===== src/rtl/vga_pixel_out.sv =====
// ----------------------------------------------------------------------------
// vga_pixel_out
//
// VGA timing generator and pin output stage for an 800x525 raster.
// The free-running counters are published as pixelX/pixelY to the object
// drawers. The colour for each pixel comes back PIPE_DELAY cycles later.
// Sync, blank and hCount are delayed by the same amount so that all pins
// leave one output register together. The counter-to-pin latency is
// PIPE_DELAY+1 cycles.
//
// Optional feature: define VGA_TEST_PATTERN_EN to build the colour-bar test
// pattern. When it is built, testEnable selects the bars in the active area.
// When it is not built, testEnable is ignored.
//
// Ports
//   clk                      pixel clock, one pixel per cycle
//   resetN                   asynchronous active-low reset
//   redIn/greenIn/blueIn     colour for the pixel requested PIPE_DELAY cycles earlier
//   testEnable               test-pattern request
//   pixelX/pixelY            current scan position, straight from the counters
//   frameEnd                 one-cycle pulse at (0, V_ACTIVE), undelayed
//   vgaR/vgaG/vgaB           registered pin colour, zero outside the active area
//   vgaHS/vgaVS              active-low sync pins
//   vgaBlankN                high during the active area
//   vgaSyncN                 tied low (composite sync unused)
// ----------------------------------------------------------------------------
module vga_pixel_out #(
    parameter int unsigned H_ACTIVE   = 640,
    parameter int unsigned H_FP       = 16,
    parameter int unsigned H_SYNC     = 96,
    parameter int unsigned H_BP       = 48,
    parameter int unsigned V_ACTIVE   = 480,
    parameter int unsigned V_FP       = 10,
    parameter int unsigned V_SYNC     = 2,
    parameter int unsigned V_BP       = 33,
    parameter int unsigned PIPE_DELAY = 1   // legal range 1..4
) (
    input  logic        clk,
    input  logic        resetN,
    input  logic [7:0]  redIn,
    input  logic [7:0]  greenIn,
    input  logic [7:0]  blueIn,
    input  logic        testEnable,
    output logic [10:0] pixelX,
    output logic [10:0] pixelY,
    output logic        frameEnd,
    output logic [7:0]  vgaR,
    output logic [7:0]  vgaG,
    output logic [7:0]  vgaB,
    output logic        vgaHS,
    output logic        vgaVS,
    output logic        vgaBlankN,
    output logic        vgaSyncN
);

    localparam logic [10:0] H_ACT    = 11'(H_ACTIVE);
    localparam logic [10:0] H_LAST   = 11'(H_ACTIVE + H_FP + H_SYNC + H_BP - 1);
    localparam logic [10:0] HS_START = 11'(H_ACTIVE + H_FP);
    localparam logic [10:0] HS_END   = 11'(H_ACTIVE + H_FP + H_SYNC - 1);
    localparam logic [10:0] V_ACT    = 11'(V_ACTIVE);
    localparam logic [10:0] V_LAST   = 11'(V_ACTIVE + V_FP + V_SYNC + V_BP - 1);
    localparam logic [10:0] VS_START = 11'(V_ACTIVE + V_FP);
    localparam logic [10:0] VS_END   = 11'(V_ACTIVE + V_FP + V_SYNC - 1);

    logic [10:0] hCount;
    logic [10:0] vCount;
    logic        hsRaw;
    logic        vsRaw;
    logic        activeRaw;

    // Bit 0 is the newest stage, and bit PIPE_DELAY-1 lines up with the incoming colour.
    logic [PIPE_DELAY-1:0] hsPipe;
    logic [PIPE_DELAY-1:0] vsPipe;
    logic [PIPE_DELAY-1:0] actPipe;
    logic                  actDly;

    logic [7:0] rNext;
    logic [7:0] gNext;
    logic [7:0] bNext;

    // ------------------------------------------------------------------
    // Raster counters: the column wrap and the row step share one edge
    // ------------------------------------------------------------------
    always_ff @(posedge clk or negedge resetN) begin
        if (!resetN) begin
            hCount <= '0;
            vCount <= '0;
        end else if (hCount == H_LAST) begin
            hCount <= '0;
            vCount <= (vCount == V_LAST) ? '0 : vCount + 11'd1;
        end else begin
            hCount <= hCount + 11'd1;
        end
    end

    assign pixelX   = hCount;
    assign pixelY   = vCount;
    assign frameEnd = (hCount == '0) && (vCount == V_ACT);
    assign vgaSyncN = 1'b0;

    always_comb begin
        hsRaw     = !((hCount >= HS_START) && (hCount <= HS_END));
        vsRaw     = !((vCount >= VS_START) && (vCount <= VS_END));
        activeRaw = (hCount < H_ACT) && (vCount < V_ACT);
    end

    // ------------------------------------------------------------------
    // Alignment pipeline; the concat drops the oldest stage
    // ------------------------------------------------------------------
    always_ff @(posedge clk or negedge resetN) begin
        if (!resetN) begin
            hsPipe  <= '1;
            vsPipe  <= '1;
            actPipe <= '0;
        end else begin
            hsPipe  <= (PIPE_DELAY)'({hsPipe, hsRaw});
            vsPipe  <= (PIPE_DELAY)'({vsPipe, vsRaw});
            actPipe <= (PIPE_DELAY)'({actPipe, activeRaw});
        end
    end

    assign actDly = actPipe[PIPE_DELAY-1];

`ifdef VGA_TEST_PATTERN_EN
    // The column index is only needed to pick a colour bar.
    logic [10:0] hPipe [PIPE_DELAY];
    logic [10:0] hDly;
    logic [2:0]  bar;

    always_ff @(posedge clk or negedge resetN) begin
        if (!resetN) begin
            for (int i = 0; i < PIPE_DELAY; i++) begin
                hPipe[i] <= '0;
            end
        end else begin
            hPipe[0] <= hCount;
            for (int i = 1; i < PIPE_DELAY; i++) begin
                hPipe[i] <= hPipe[i-1];
            end
        end
    end

    assign hDly = hPipe[PIPE_DELAY-1];

    // Each bar is 80 pixels wide. The loop computes hDly / 80 for the active area.
    always_comb begin
        bar = 3'd0;
        for (int k = 1; k < 8; k++) begin
            if (hDly >= 11'(80 * k)) begin
                bar = 3'(k);
            end
        end
    end

    always_comb begin
        rNext = 8'h00;
        gNext = 8'h00;
        bNext = 8'h00;
        if (actDly) begin
            if (testEnable) begin
                // Bars: white, yellow, cyan, green, magenta, red, blue, black.
                rNext = bar[1] ? 8'h00 : 8'hFF;
                gNext = bar[2] ? 8'h00 : 8'hFF;
                bNext = bar[0] ? 8'h00 : 8'hFF;
            end else begin
                rNext = redIn;
                gNext = greenIn;
                bNext = blueIn;
            end
        end
    end
`else
    logic unused_testEnable;
    assign unused_testEnable = testEnable;

    always_comb begin
        rNext = 8'h00;
        gNext = 8'h00;
        bNext = 8'h00;
        if (actDly) begin
            rNext = redIn;
            gNext = greenIn;
            bNext = blueIn;
        end
    end
`endif

    // ------------------------------------------------------------------
    // Pin register
    // ------------------------------------------------------------------
    always_ff @(posedge clk or negedge resetN) begin
        if (!resetN) begin
            vgaHS     <= 1'b1;
            vgaVS     <= 1'b1;
            vgaBlankN <= 1'b0;
            vgaR      <= 8'h00;
            vgaG      <= 8'h00;
            vgaB      <= 8'h00;
        end else begin
            vgaHS     <= hsPipe[PIPE_DELAY-1];
            vgaVS     <= vsPipe[PIPE_DELAY-1];
            vgaBlankN <= actDly;
            vgaR      <= rNext;
            vgaG      <= gNext;
            vgaB      <= bNext;
        end
    end

endmodule


===== config.mk =====
export PLATFORM = sky130hd
export DESIGN_NAME = vga_pixel_out
export DESIGN_NICKNAME = d
export VERILOG_FILES = /design/src/rtl/vga_pixel_out.sv
export SDC_FILE = /design/constraint.sdc
export NUM_CORES = 1
export LEC_CHECK = 0
export BUFFER_PORTS_ARGS = -buffer_cell sky130_fd_sc_hd__buf_2
export CAP_MARGIN = 15
export CORE_MARGIN = 5
export CORE_UTILIZATION = 40
export DETAILED_ROUTE_END_ITERATION = 8
export PLACE_DENSITY = 0.67
export SYNTH_ARGS = -nofsm -noshare
export SYNTH_HDL_FRONTEND = slang
export SYNTH_SLANG_ARGS = --single-unit
export TNS_END_PERCENT = 5

===== constraint.sdc =====
create_clock -name clk -period 2.9 [get_ports clk]
set_input_delay 0 -clock clk [delete_from_list [all_inputs] [get_ports clk]]
set_output_delay 0 -clock clk [all_outputs]
set_load 0.01 [all_outputs]

==> results_tabular.tex <==
\begin{tabular}{lr}
\hline
Metric & Value \\
\hline
\multicolumn{2}{l}{\textbf{Worst setup path}} \\
Required time at the endpoint of the critical path & around 3.1 ns \\
Launching element type of the critical path & flip-flop \\
Worst path arrival time & 2.55 ns \\
Crit end category & flip-flop \\
CP max FO & 10 \\
Critical path type & reg2reg \\
\multicolumn{2}{l}{\textbf{Synth}} \\
Number of warning messages in the yosys log & 0 \\
Number of distinct standard cells referenced by the synthesized netlist & 35 \\
Library cell with the highest instance count after synthesis & sky130\_fd\_sc\_hd\_\_dfrtp\_1 \\
Leading post-synthesis cells by cell area & sky130\_fd\_sc\_hd\_\_dfrtp\_1, sky130\_fd\_sc\_hd\_\_and2\_1, sky130\_fd\_sc\_hd\_\_dfstp\_2 \\
Sequential area share after synthesis & 61.0\% \\
Post-Syn Nets & 218 \\
Cell Area, Synth & between 2000 and 2500 um2 \\
Dominant cell type by area after synthesis & sky130\_fd\_sc\_hd\_\_dfrtp\_1 \\
Post-synth EDFFs & 0 \\
Synthesized instance count & 186 \\
Mapped Avg Cell Area & 11.5 um2 \\
Share of synthesized registers carrying an async set or reset & between 90\% and 100\% \\
Top cell type's share of synthesized area & 56.1\% \\
Main synth FF type & sky130\_fd\_sc\_hd\_\_dfrtp\_1 \\
FF+latch count, synth & 52 \\
Leading post-synthesis cells by instance count & sky130\_fd\_sc\_hd\_\_dfrtp\_1, sky130\_fd\_sc\_hd\_\_and2\_1, sky130\_fd\_sc\_hd\_\_nand3\_1 \\
\multicolumn{2}{l}{\textbf{Floorplanning}} \\
Ports & 78 \\
Placeable core region & 5140 um2 \\
Standard-cell row count & 26 \\
Initial Utilization & about two fifths \\
Height of the chip & 83.2 um \\
Die area & 6910 um2 \\
Width of the chip & 83.2 um \\
\multicolumn{2}{l}{\textbf{CTS}} \\
Deepest clock path buffer count & 2 \\
Number of buffers inserted during clock tree synthesis & 5 \\
Number of setup buffers added after CTS & 0 \\
Clock insertion delay at the later pin of the skew report & 0.30 ns \\
Master cell of the clock root buffer & sky130\_fd\_sc\_hd\_\_clkbuf\_8 \\
Count of H-tree levels built during CTS & 2 \\
Number of gates given a new drive strength after cts & 0 \\
CTS Hold Buffers Added & 25 \\
TritonCTS clock tree & built \\
CTS clk-pin slew, worst paths & 0.09 ns \\
Clock sink count & 52 \\
\multicolumn{2}{l}{\textbf{Pwr}} \\
Pwr dens & 477 nW/um2 \\
Sum of internal, switching and leakage power & 1.41 mW \\
Peak ir drop on the vdd network & approximately 0.29 mV \\
Cell leakage power & $\sim$1.4 nW \\
\multicolumn{2}{l}{\textbf{Cells and area}} \\
Ratio of cells with drive above 1 in the final layout & 31.9\% \\
Antenna diode instance count & 0 \\
Area added between synthesis and finish & 37.8\% \\
Area occupied by multi-input gates & roughly 760 um2 \\
FF+latch area & 1310 um2 \\
Fillers & 448 \\
Net total in the final layout & 319 \\
Non-filler instance count after layout & $\sim$360 \\
\multicolumn{2}{l}{\textbf{Detailed routing}} \\
Routed wire length per instance & 13.9 um \\
First-pass detailed-route iteration total & 4 \\
WL final & 4960 um \\
Drt drc & 0 \\
Total vias in the final route & about 1700 \\
Count of antenna-violating nets left after detailed routing & 0 \\
Post-DR vias/cell & 4.77 \\
Number of DRC markers in iteration 0 & 38 \\
\multicolumn{2}{l}{\textbf{GRT}} \\
Initial antenna violation count & 0 \\
Maximum number of pins on one net before global-route repair & 34 \\
First-pass GRT wire length & 8570 um \\
Total track usage & 15.0\% \\
Via count of the first global-routing pass & 1741 \\
Aggregate global routing overflow & 0 \\
\multicolumn{2}{l}{\textbf{STA}} \\
Minimum period implied by the final worst setup slack & 2.33 ns \\
Pin slew with the least headroom to its limit & just under 0.7 ns \\
Highest clock frequency the design can meet & 429 MHz \\
Final cycle utilization of the critical path & 80.3\% \\
Setup total negative slack & 0 ns \\
Pins over their slew limit & 0 \\
Setup repair after global routing missed its margin & no \\
Final setup vio count & 0 \\
Worst Setup Slack, final & 0.570 ns \\
Final hold violation count & 0 \\
Normalized max-slew margin & 53.6\% \\
Largest clock skew in the final design & 0.00600 ns \\
\multicolumn{2}{l}{\textbf{Place}} \\
Number of buffer cells added on primary ports & 75 \\
Pre-CTS setup slack & 0.588 ns \\
Cell total after placement & approximately 330 \\
GP Congestion & between 0.8 and 0.9 \\
HPWL after DPL & $\sim$3300 um \\
\multicolumn{2}{l}{\textbf{Status}} \\
Run status & finished, final reports clean \\
\multicolumn{2}{l}{\textbf{Worst hold path}} \\
Min-Delay Path Class & in2async \\
\multicolumn{2}{l}{\textbf{Flow run}} \\
Reported max-cap violation count & 0 \\
\hline
\end{tabular}
power breakdown:
group | switching (mW) | internal (mW)
clock network | 0.219 | 0.345
registers | 0.00424 | 0.741
logic | 0.0422 | 0.0543
stage by stage:
stage	hold WS [ns]	instance area, um2	utilization [%]
after floorplan	-0.296	2140	-
after global routing	0.343	2950	57.4
after global placement	0.0852	2570	50.0
final	0.284	2950	57.4
after detailed placement	0.0834	2570	50.0
after CTS	0.286	2950	57.4
placed cells by master, fill, tap and decap left out:
| master | n |
|---|---|
| sky130_fd_sc_hd__buf_2 | 75 |
| sky130_fd_sc_hd__dfrtp_1 | 48 |
| sky130_fd_sc_hd__dlygate4sd3_1 | 25 |
| sky130_fd_sc_hd__and2_1 | 24 |
| sky130_fd_sc_hd__nand3_1 | 10 |
| sky130_fd_sc_hd__nand4_1 | 9 |
| sky130_fd_sc_hd__nand2_1 | 9 |
| sky130_fd_sc_hd__nor2_1 | 9 |
| sky130_fd_sc_hd__o21ai_0 | 9 |
| sky130_fd_sc_hd__xor2_1 | 7 |
| sky130_fd_sc_hd__inv_1 | 6 |
| sky130_fd_sc_hd__nor3_1 | 6 |
| sky130_fd_sc_hd__xnor2_1 | 6 |
| sky130_fd_sc_hd__nor4_1 | 5 |
| sky130_fd_sc_hd__ha_1 | 5 |
| sky130_fd_sc_hd__clkbuf_8 | 5 |
| sky130_fd_sc_hd__dfstp_2 | 4 |
| sky130_fd_sc_hd__or4_1 | 2 |
| sky130_fd_sc_hd__or3_1 | 2 |
| sky130_fd_sc_hd__and3_1 | 2 |
| sky130_fd_sc_hd__a21oi_1 | 2 |
| sky130_fd_sc_hd__nand3b_1 | 2 |
| sky130_fd_sc_hd__bufinv_16 | 2 |
| sky130_fd_sc_hd__buf_4 | 2 |
| sky130_fd_sc_hd__and4_1 | 1 |
| sky130_fd_sc_hd__and3_2 | 1 |
| sky130_fd_sc_hd__o21ba_2 | 1 |
| sky130_fd_sc_hd__and2_2 | 1 |
| sky130_fd_sc_hd__a31oi_1 | 1 |
| sky130_fd_sc_hd__o32a_1 | 1 |
| sky130_fd_sc_hd__or4_2 | 1 |
| sky130_fd_sc_hd__or3b_1 | 1 |
| sky130_fd_sc_hd__nor4bb_1 | 1 |
| sky130_fd_sc_hd__o31ai_1 | 1 |
| sky130_fd_sc_hd__conb_1 | 1 |
| sky130_fd_sc_hd__clkbuf_1 | 1 |
final timing paths:
path	start	endpoint	slack, ns	cells after the start
worst max-delay path	pixelX[5]$_DFF_PN0_	pixelY[10]$_DFFE_PN0N_	0.57	4
worst min-delay path	resetN	vgaG[4]$_DFF_PN0_	0.28	2
worst min register to register	vsPipe$_DFF_PN1_	vgaVS$_DFF_PN1_	0.35	0
max in group asynchronous	resetN	vsPipe$_DFF_PN1_	1.83	3
worst max register to register	pixelX[5]$_DFF_PN0_	pixelY[10]$_DFFE_PN0N_	0.57	4
min in group clk	vsPipe$_DFF_PN1_	vgaVS$_DFF_PN1_	0.35	0
cell families (layout without fill, tap and decap cells):
kind of cell	Yosys count	after routing	share of synthesized area (%)
AND/OR/NAND/NOR	86	86	23.0
flip-flops	52	52	61.0
AO/OA/AOI/OAI	15	15	4.15
buffers and inverters	14	116	3.45
XOR/XNOR	13	13	5.32
adder cells (fa/ha/maj)	5	5	2.92
other	1	1	0.175
critical path, stage by stage (launching register included):
cell and delay [ns]:
sky130_fd_sc_hd__dfrtp_1 0.47, sky130_fd_sc_hd__or4_1 0.65, sky130_fd_sc_hd__or3_1 0.55, sky130_fd_sc_hd__nor4_1 0.40, sky130_fd_sc_hd__xor2_1 0.18
state kept, by name, summed over array words and instances, names as in the netlist:
register and flops:
actDly 1, hsPipe 1, pixelX 11, pixelY 11
vgaB 8, vgaBlankN 1, vgaG 8, vgaHS 1
vgaR 8, vgaVS 1, vsPipe 1
area by class of cell:
type	instances	share of cell area, %
well taps	70	2.97
repair buffers	102	21.7
clock buffers	6	2.46
flip-flops and latches	52	44.3
clock inverters	2	2.04
multi-input cells	120	25.8
inverters	6	0.763
per-layer routing:
metal	up-vias	wire (um)	global-route usage (%)
met1	793	2290	20.5
met3	6	398	5.54
met4	0	57	3.57
met2	71	2210	22.7
li1	836	-	-
met5	-	0	0
(Power assumes the default switching activity.)
